File: src/rtl/huffman_pkg.sv
// Shared Huffman code table for the chunk encoder and the downstream decoder stage.
// Codes are stored left-aligned so the first bit on the wire is always the MSB.
package huffman_pkg;

   localparam int MAX_CODE = 9;
   localparam int CHUNK    = 4;
   localparam int LEN_W    = 3;

   typedef enum logic [0:0] {
      ST_IDLE = 1'b0,
      ST_EMIT = 1'b1
   } enc_state_t;

   typedef struct packed {
      logic [MAX_CODE-1:0] code;
      logic [3:0]          len;
   } code_entry_t;

   // Indexed by the unsigned view of the signed symbol: 0..7 -> 0..+7, 8..15 -> -8..-1.
   localparam logic [MAX_CODE-1:0] CODE_TABLE [16] = '{
      9'b000000000, 9'b100000000, 9'b110000000, 9'b111000000,
      9'b111100000, 9'b111110000, 9'b111111000, 9'b111111100,
      9'b111111110, 9'b111111101, 9'b111111010, 9'b111110100,
      9'b111101000, 9'b111010000, 9'b110100000, 9'b101000000
   };

   localparam logic [3:0] LEN_TABLE [16] = '{
      4'd1, 4'd3, 4'd4, 4'd5, 4'd6, 4'd7, 4'd8, 4'd9,
      4'd9, 4'd9, 4'd8, 4'd7, 4'd6, 4'd5, 4'd4, 4'd3
   };

   function automatic code_entry_t lookup_code(input logic [3:0] sym);
      code_entry_t entry;
      entry.code = CODE_TABLE[sym];
      entry.len  = LEN_TABLE[sym];
      return entry;
   endfunction

endpackage

File: src/rtl/huffman_code_rom.sv
// Combinational symbol-to-codeword lookup; code is left-aligned, len is 1..9.
module huffman_code_rom
   import huffman_pkg::*;
(
   input  logic [3:0]          sym,
   output logic [MAX_CODE-1:0] code,
   output logic [3:0]          len
);

   code_entry_t entry_s;

   // table lookup
   always_comb begin
      entry_s = lookup_code(sym);
      code    = entry_s.code;
      len     = entry_s.len;
   end

endmodule

File: src/rtl/huffman_chunk_encoder.sv
// Huffman encoder: one symbol in, codeword out as CHUNK-bit beats with valid/ready.
// The residual register holds unsent bits left-aligned and shifts by CHUNK per beat.
module huffman_chunk_encoder #(
   parameter int MAX_CODE = huffman_pkg::MAX_CODE,
   parameter int CHUNK    = huffman_pkg::CHUNK,
   parameter int LEN_W    = huffman_pkg::LEN_W
) (
   input  logic             clk,
   input  logic             reset,
   input  logic [3:0]       s_data,
   input  logic             s_valid,
   output logic             s_ready,
   output logic [CHUNK-1:0] m_bits,
   output logic [LEN_W-1:0] m_len,
   output logic             m_valid,
   input  logic             m_ready,
   output logic             m_last
);
   import huffman_pkg::*;

   enc_state_t          state_r, state_nx_s;
   logic [MAX_CODE-1:0] code_r, code_nx_s, rom_code_s;
   logic [3:0]          rem_r, rem_nx_s, rom_len_s;
   logic [CHUNK-1:0]    top_s;
   logic [LEN_W-1:0]    n_s;
   logic                last_s;

   huffman_code_rom u_rom (
      .sym  (s_data),
      .code (rom_code_s),
      .len  (rom_len_s)
   );

   // current chunk size and the top CHUNK bits of the residual
   always_comb begin
      top_s  = code_r[MAX_CODE-1 -: CHUNK];
      last_s = (rem_r <= 4'(CHUNK));
      if (last_s) begin
         n_s = rem_r[LEN_W-1:0];
      end else begin
         n_s = LEN_W'(CHUNK);
      end
   end

   // next-state, residual update and handshake outputs
   always_comb begin
      state_nx_s = state_r;
      code_nx_s  = code_r;
      rem_nx_s   = rem_r;
      s_ready    = 1'b0;
      m_valid    = 1'b0;
      m_bits     = '0;
      m_len      = '0;
      m_last     = 1'b0;
      case (state_r)
         ST_IDLE: begin
            s_ready = 1'b1;
            if (s_valid) begin
               state_nx_s = ST_EMIT;
               code_nx_s  = rom_code_s;
               rem_nx_s   = rom_len_s;
            end else begin
               state_nx_s = ST_IDLE;
            end
         end
         ST_EMIT: begin
            m_valid = 1'b1;
            m_bits  = top_s >> (LEN_W'(CHUNK) - n_s);
            m_len   = n_s;
            m_last  = last_s;
            s_ready = last_s & m_ready;
            if (m_ready && !last_s) begin
               code_nx_s = code_r << CHUNK;
               rem_nx_s  = rem_r - 4'(CHUNK);
            end else if (m_ready && s_valid) begin
               code_nx_s = rom_code_s;
               rem_nx_s  = rom_len_s;
            end else if (m_ready) begin
               state_nx_s = ST_IDLE;
            end else begin
               state_nx_s = ST_EMIT;
            end
         end
         default: begin
            state_nx_s = ST_IDLE;
            code_nx_s  = '0;
            rem_nx_s   = '0;
         end
      endcase
   end

   // state and residual registers
   always_ff @(posedge clk or posedge reset) begin
      if (reset) begin
         state_r <= ST_IDLE;
         code_r  <= '0;
         rem_r   <= '0;
      end else begin
         state_r <= state_nx_s;
         code_r  <= code_nx_s;
         rem_r   <= rem_nx_s;
      end
   end

endmodule

File: config.mk
export PLATFORM = sky130hd
export DESIGN_NAME = huffman_chunk_encoder
export DESIGN_NICKNAME = d
export VERILOG_FILES = /design/src/rtl/huffman_pkg.sv /design/src/rtl/huffman_code_rom.sv /design/src/rtl/huffman_chunk_encoder.sv
export SDC_FILE = /design/constraint.sdc
export NUM_CORES = 1
export LEC_CHECK = 0
export CORE_MARGIN = 2
export CORE_UTILIZATION = 40
export DETAILED_ROUTE_END_ITERATION = 8
export HOLD_SLACK_MARGIN = 0.12
export PLACE_DENSITY_LB_ADDON = 0.08
export SLEW_MARGIN = 25
export SYNTH_ARGS = -nofsm -noshare
export SYNTH_HDL_FRONTEND = slang
export SYNTH_SLANG_ARGS = --single-unit
File: constraint.sdc
create_clock -name clk -period 2.6 [get_ports clk]
set_clock_uncertainty 0.05 [all_clocks]
set_input_delay 0.78 -clock clk [delete_from_list [all_inputs] [get_ports clk]]
set_output_delay 0.78 -clock clk [all_outputs]
set_load 0.05 [all_outputs]
==> results of run 1 <==
==> metal layers <==
| metal | routed length, µm | vias up | global-route usage |
|---|---|---|---|
| met1 | 1110 | 501 | 0.234 |
| met2 | 1330 | 22 | 0.297 |
| met3 | 60 | 2 | 0.00691 |
| met4 | 23 | 0 | 0.0714 |
| met5 | 0 | - | 0 |
| li1 | - | 514 | - |
==> worst paths after layout <==
| path | from | end | slack, ns | cells after the start |
|---|---|---|---|---|
| setup / recovery | rem_r[3] | m_bits[0] | -0.30 | 9 |
| hold / removal | code_r[4] | code_r[8] | 0.44 | 2 |
| setup reg to reg | rem_r[3] | code_r[4] | 0.69 | 7 |
| hold reg to reg | code_r[4] | code_r[8] | 0.44 | 2 |
| max in group asynchronous | reset | rem_r[2] | 1.36 | 2 |
| min in group asynchronous | reset | code_r[7] | 0.78 | 2 |
==> cells in the mapped netlist, types with 2 or more instances <==
| cell | count | area, µm² |
|---|---|---|
| mux2i_1 | 5 | 50.1 |
| mux2_2 | 3 | 33.8 |
| dfrtp_1 | 14 | 350 |
| o21ai_0 | 8 | 40.0 |
| and3_1 | 3 | 18.8 |
| nand2_1 | 13 | 48.8 |
| inv_1 | 5 | 18.8 |
| a22o_1 | 2 | 17.5 |
| o311ai_0 | 2 | 17.5 |
| buf_2 | 3 | 15.0 |
| ha_1 | 10 | 125 |
| nor2_1 | 11 | 41.3 |
| nor2b_1 | 3 | 18.8 |
| a211oi_1 | 2 | 15.0 |
| or3_1 | 2 | 12.5 |
| nand2b_1 | 9 | 56.3 |
| nor3_1 | 3 | 15.0 |
| a31oi_1 | 2 | 12.5 |
| nand3_1 | 6 | 30.0 |
| a21oi_1 | 8 | 40.0 |
| o211ai_1 | 2 | 15.0 |
==> metrics by stage <==
step,setup WS (ns),instance area (µm²),setup TNS [ns]
global placement,-0.0610,1540,-0.0901
CTS,-0.320,1600,-1.18
floorplan,-0.304,1200,-0.898
global route,-0.413,1600,-1.52
detailed placement,-0.109,1540,-0.201
finish,-0.300,1600,-1.10
==> worst min-delay path, cell delays in order (launching register included) <==
cell and delay, ns:
dfrtp_1 0.35, nand2_1 0.05, o31ai_1 0.06
==> logic make-up (layout without fill, tap and decap cells) <==
logic type / Yosys count / after routing
AOI/OAI and AO/OA: 31 / 31
DFF: 14 / 14
and+or+nand+nor: 57 / 57
buffers and inverters: 11 / 36
muxes: 8 / 8
adders and majority gates: 10 / 10
==> area by class of cell <==
| cell class | instances | area [µm²] |
|---|---|---|
| clock buffers | 4 | 36.3 |
| fillers | 251 | 1080 |
| inverters | 5 | 18.8 |
| multi-input cells | 106 | 827 |
| flip-flops and latches | 14 | 350 |
| well taps | 31 | 38.8 |
| repair buffers | 27 | 333 |
==> what timing repair did <==
action,4_1_cts,5_1_grt
pin swaps,4,0
resized for setup,5,2
endpoints found under the hold margin,0,0
endpoints found under the setup margin,5,5
buffers inserted,0,0
==> flip-flops by register name, summed over array words and instances (netlist names) <==
signal,count
code_r,9
rem_r,4
state_r,1
==> results.md, run 1 <==
* Status: finished, violations left
* Failing checks: setup timing
* Post-synthesis simple-gate area fraction at 0.272
* Worst Hold Class: reg2reg
* Most used cell, CP: ha_4
* Final Hold Vio Count at 0
* DR DRC count at 0
* CTS Buf Count at 3
* Max-cap viol count at 0
* Largest net degree at the start of global routing at 15
* Mapped Cells at 131
* Xor/xnor share of the synthesized area at 0
* Worst slew margin at 0.640
* Final setup viols at 4
* Clock slew at reported path FFs at 0.09 ns
* Ys async rst share at 1.00
* Critical path startpoint category: flop
* Hold WS at 0.441 ns
* Fmax at 0.345 GHz
* Final wirelength at 2.52 mm
* RSZ-0062 raised after global routing: true
* DP Wirelength at 2.05 mm
* Die Width at 56.6 µm
* Die ar. at 3210 µm²
* GRT Total Usage at 0.175
* Syn Area/Cell at 8.46 µm²
* Most common cell after layout, fill and taps aside: dfrtp_1
* Via Count at 1039
* Least-Margin Pin Slew at 0.539 ns
* H-Tree Depth at 1
* Yosys cell types at 36
* Crit-path cells: inv_2, ha_4, nor2_4, nand2_2, ha_4, nand2b_4, mux2_4, a211oi_4, buf_12
* DRT iter0 DRCs at 40
* Synth Area in Compound Gates at 0.179
* Commonest cells after routing, fill and taps aside: 14 x dfrtp_1, 11 x nand2_1, 11 x nor2_1, 11 x buf_4, 9 x buf_12
* Vias in the first global route at 971
* Final core utilization at 0.597
* Ys flop type: dfrtp_1
* Clock root cell: clkbuf_4
* Gr ovfl total at 0
* Sink Count at 14
* Dpl cells at 183
* Crit-path leading delay family: flip-flops
* Critical path type: reg2out
* Crit-path slowest cell: dfrtp_1
* Largest family of logic cells by synthesized area: simple AND/OR/NAND/NOR gates
* Synth warn at 0
* CP peak stage delay at 0.37 ns
* Starting Density at 0.413
* Die Ht at 56.6 µm
* Gpl congestion at 0.728
* Period utilization at 1.12
* Cts hold-fix bufs at 0
* # diodes at 0
* CP arrival at 2.07 ns
* First-pass GRT wire length at 4.47 mm
* Vias/cell at 5.56
* Register area share after synthesis at 0.316
* Worst Slack Setup Final at -0.300 ns
* #FFs+latches synth at 14
* Rows at 19
* Nets@finish at 175
* Layout cells sized above 1 at 0.282
* Max-slew violation count at 0
* CP Capture Type: output port
* Routed WL per cell at 13.5 µm
* Adder-Cell Fraction of Synth Area at 0.113
* Clock buffer depth at 2
* Post-route insts no fill at 187
* WP data required at 1.77 ns
* ANT nets after route at 0
* EDFF count, synth at 0
* CP Buf/Inv Count at 2
* Placeable Area at 2690 µm²
* Post-layout min period at 2.90 ns
* CTS tree: yes
* Synthesized area at 1110 µm²
* Clock latency on the worst-skew pair at 0.28 ns
* Layout area overhead at 44.7%
* I/O pin count at 18
* Post-synthesis mux area share at 0.0756
* CP max FO at 4
* Number of port buffers at 17
* Initial antenna violation count at 0
* Mapped Nets at 149
* First-pass DRT Iterations at 4
Power of run 1 is not shown: default switching activity piles up to over one toggle a cycle in this logic, so the estimate is an artifact.
==> run 2, diff against run 1 <==
--- a/config.mk
+++ b/config.mk
@@ -9,8 +9,8 @@
 export CORE_UTILIZATION = 40
 export DETAILED_ROUTE_END_ITERATION = 8
 export HOLD_SLACK_MARGIN = 0.12
-export PLACE_DENSITY_LB_ADDON = 0.08
-export SLEW_MARGIN = 25
+export PLACE_DENSITY = 0.65
+export SLEW_MARGIN = 20
 export SYNTH_ARGS = -nofsm -noshare
 export SYNTH_HDL_FRONTEND = slang
 export SYNTH_SLANG_ARGS = --single-unit
==> results.md, run 2 (synthesis gave the netlist of run 1 again) <==
* Via Count at 1029 (-0.96%)
* Sink Count at 14 (unchanged)
* Least-Margin Pin Slew at 0.533 ns (-0.00611 ns)
* Max reg flops at 9 (unchanged)
* Nets@finish at 179 (+2.3%)
* Final wirelength at 2.54 mm (+0.83%)
* Dpl cell area at 1560 µm² (+1.5%)
* Most common cell after layout, fill and taps aside: buf_4
* CP arrival at 2.09 ns (+0.02 ns)
* CP Capture Type: output port
* Clock latency on the worst-skew pair at 0.28 ns (about the same)
* Hold WS at 0.465 ns (+0.0241 ns)
* Layout cells sized above 1 at 0.281 (-0.000801)
* RSZ-0062 raised after global routing: true
* Final setup viols at 4 (unchanged)
* Critical path startpoint category: flop
* Vias/cell at 5.39 (-3.0%)
* DR DRC count at 0 (unchanged)
* I/O pin count at 18 (unchanged)
* Max-slew violation count at 0 (unchanged)
* CTS Buf Count at 3 (unchanged)
* H-Tree Depth at 1 (unchanged)
* Final Hold Vio Count at 0 (unchanged)
* Max-cap viol count at 0 (unchanged)
* # diodes at 0 (unchanged)
* Commonest cells after routing, fill and taps aside: 15 x buf_4, 14 x dfrtp_1, 11 x nand2_1, 11 x nor2_1, 9 x buf_12
* Layout area overhead at 45.9%
* Failing checks: setup timing
* Critical path type: reg2out
* CP max FO at 4 (unchanged)
* DRT iter0 DRCs at 10 (-75%)
* Placeable Area at 2690 µm² (unchanged)
* Post-layout min period at 2.92 ns (+0.0198 ns)
* Routed WL per cell at 13.3 µm (-1.3%)
* Clock root cell: clkbuf_4
* Final core utilization at 0.602 (+0.00512)
* Starting Density at 0.413 (unchanged)
* Worst Hold Class: reg2reg
* Clock slew at reported path FFs at 0.09 ns (about the same)
* Gr ovfl total at 0 (unchanged)
* GRT Total Usage at 0.171 (-0.00394)
* Largest net degree at the start of global routing at 15 (unchanged)
* ANT nets after route at 0 (unchanged)
* Largest registers: code_r x9, rem_r x4, state_r x1
* Die ar. at 3210 µm² (unchanged)
* Vias in the first global route at 1005 (+3.5%)
* Layout fillers at 243 (-3.2%)
* DP Wirelength at 2.05 mm (about the same)
* Cts hold-fix bufs at 0 (unchanged)
* First-pass DRT Iterations at 4 (unchanged)
* Status: finished, violations left
* WP data required at 1.77 ns (about the same)
* Dpl cells at 186 (+1.6%)
* Fmax at 0.342 GHz (-0.68%)
* Biggest register: code_r
* Clock buffer depth at 2 (unchanged)
* Post-route insts no fill at 191 (+2.1%)
* Post-route cell area at 1620 µm² (+0.86%)
* Gpl congestion at 0.761 (+4.5%)
* CTS tree: yes
* Initial antenna violation count at 0 (unchanged)
* Die Ht at 56.6 µm (unchanged)
* Worst Slack Setup Final at -0.320 ns (-0.0198 ns)
* Period utilization at 1.12 (+0.00761)
* Die Width at 56.6 µm (unchanged)
* Number of port buffers at 17 (unchanged)
* Worst slew margin at 0.644 (+0.00408)
* Rows at 19 (unchanged)
* First-pass GRT wire length at 4.36 mm (-2.5%)
## run 2: cell types whose count changed in the layout (fill, tap and decap cells not counted)
cell,before,now
a211oi_1,0,1
nor3b_4,1,0
nor2b_1,1,3
buf_4,11,15
nor2b_2,2,0
a211oi_2,1,0
nor3b_2,0,1
## run 2: layout make-up
| class | instances | area, µm² | area share |
|---|---|---|---|
| Tap cell | 31 | 38.8 | 0.0240 |
| Multi-Input combinational cell | 106 | 811 | 0.501 |
| Timing Repair Buffer | 31 | 363 | 0.224 |
| Clock buffer | 4 | 36.3 | 0.0224 |
| Inverter | 5 | 18.8 | 0.0116 |
| Sequential cell | 14 | 350 | 0.217 |
## run 2: final timing paths
check,startpoint,endpoint,slack (ns),cells after the start
setup / recovery,rem_r[2],m_bits[2],-0.32,8
hold / removal,code_r[0],code_r[4],0.47,1
setup reg to reg,rem_r[2],code_r[4],0.72,6
hold reg to reg,code_r[0],code_r[4],0.47,1
max in group asynchronous,reset,rem_r[1],1.37,2
min in group asynchronous,reset,rem_r[3],0.78,2
## run 2: critical path: stages (launching register included)
cell,delay (ns)
dfrtp_1,0.41
ha_4,0.18
nor2_4,0.14
nand2_2,0.09
ha_4,0.16
nand2b_4,0.12
mux2_4,0.32
nor3_4,0.23
buf_12,0.16
## run 2: through the flow
| step | setup TNS [ns] | setup WS, ns |
|---|---|---|
| final | -1.17 | -0.320 |
| after CTS | -1.24 | -0.341 |
| after floorplan | -0.898 | -0.304 |
| after global placement | -0.0820 | -0.0597 |
| after global routing | -1.46 | -0.394 |
| after detailed placement | -0.212 | -0.112 |
## run 2: routing by layer
metal	share of wire	global-route usage	up-vias
met5	0	0	-
li1	-	-	522
met1	0.46	0.214	484
met4	0.020	0.0884	0
met2	0.50	0.297	18
met3	0.024	0.00691	5
## run 2: repair_timing
action                                 in CTS  in global routing
gates resized for setup                     1                  2
gates cloned                                0                  0
endpoints found under the hold margin       0                  0
pin swaps                                   4                  1
setup endpoints to repair                   4                  6
buffers inserted                            0                  1
Power of run 2 is left out for the same reason.
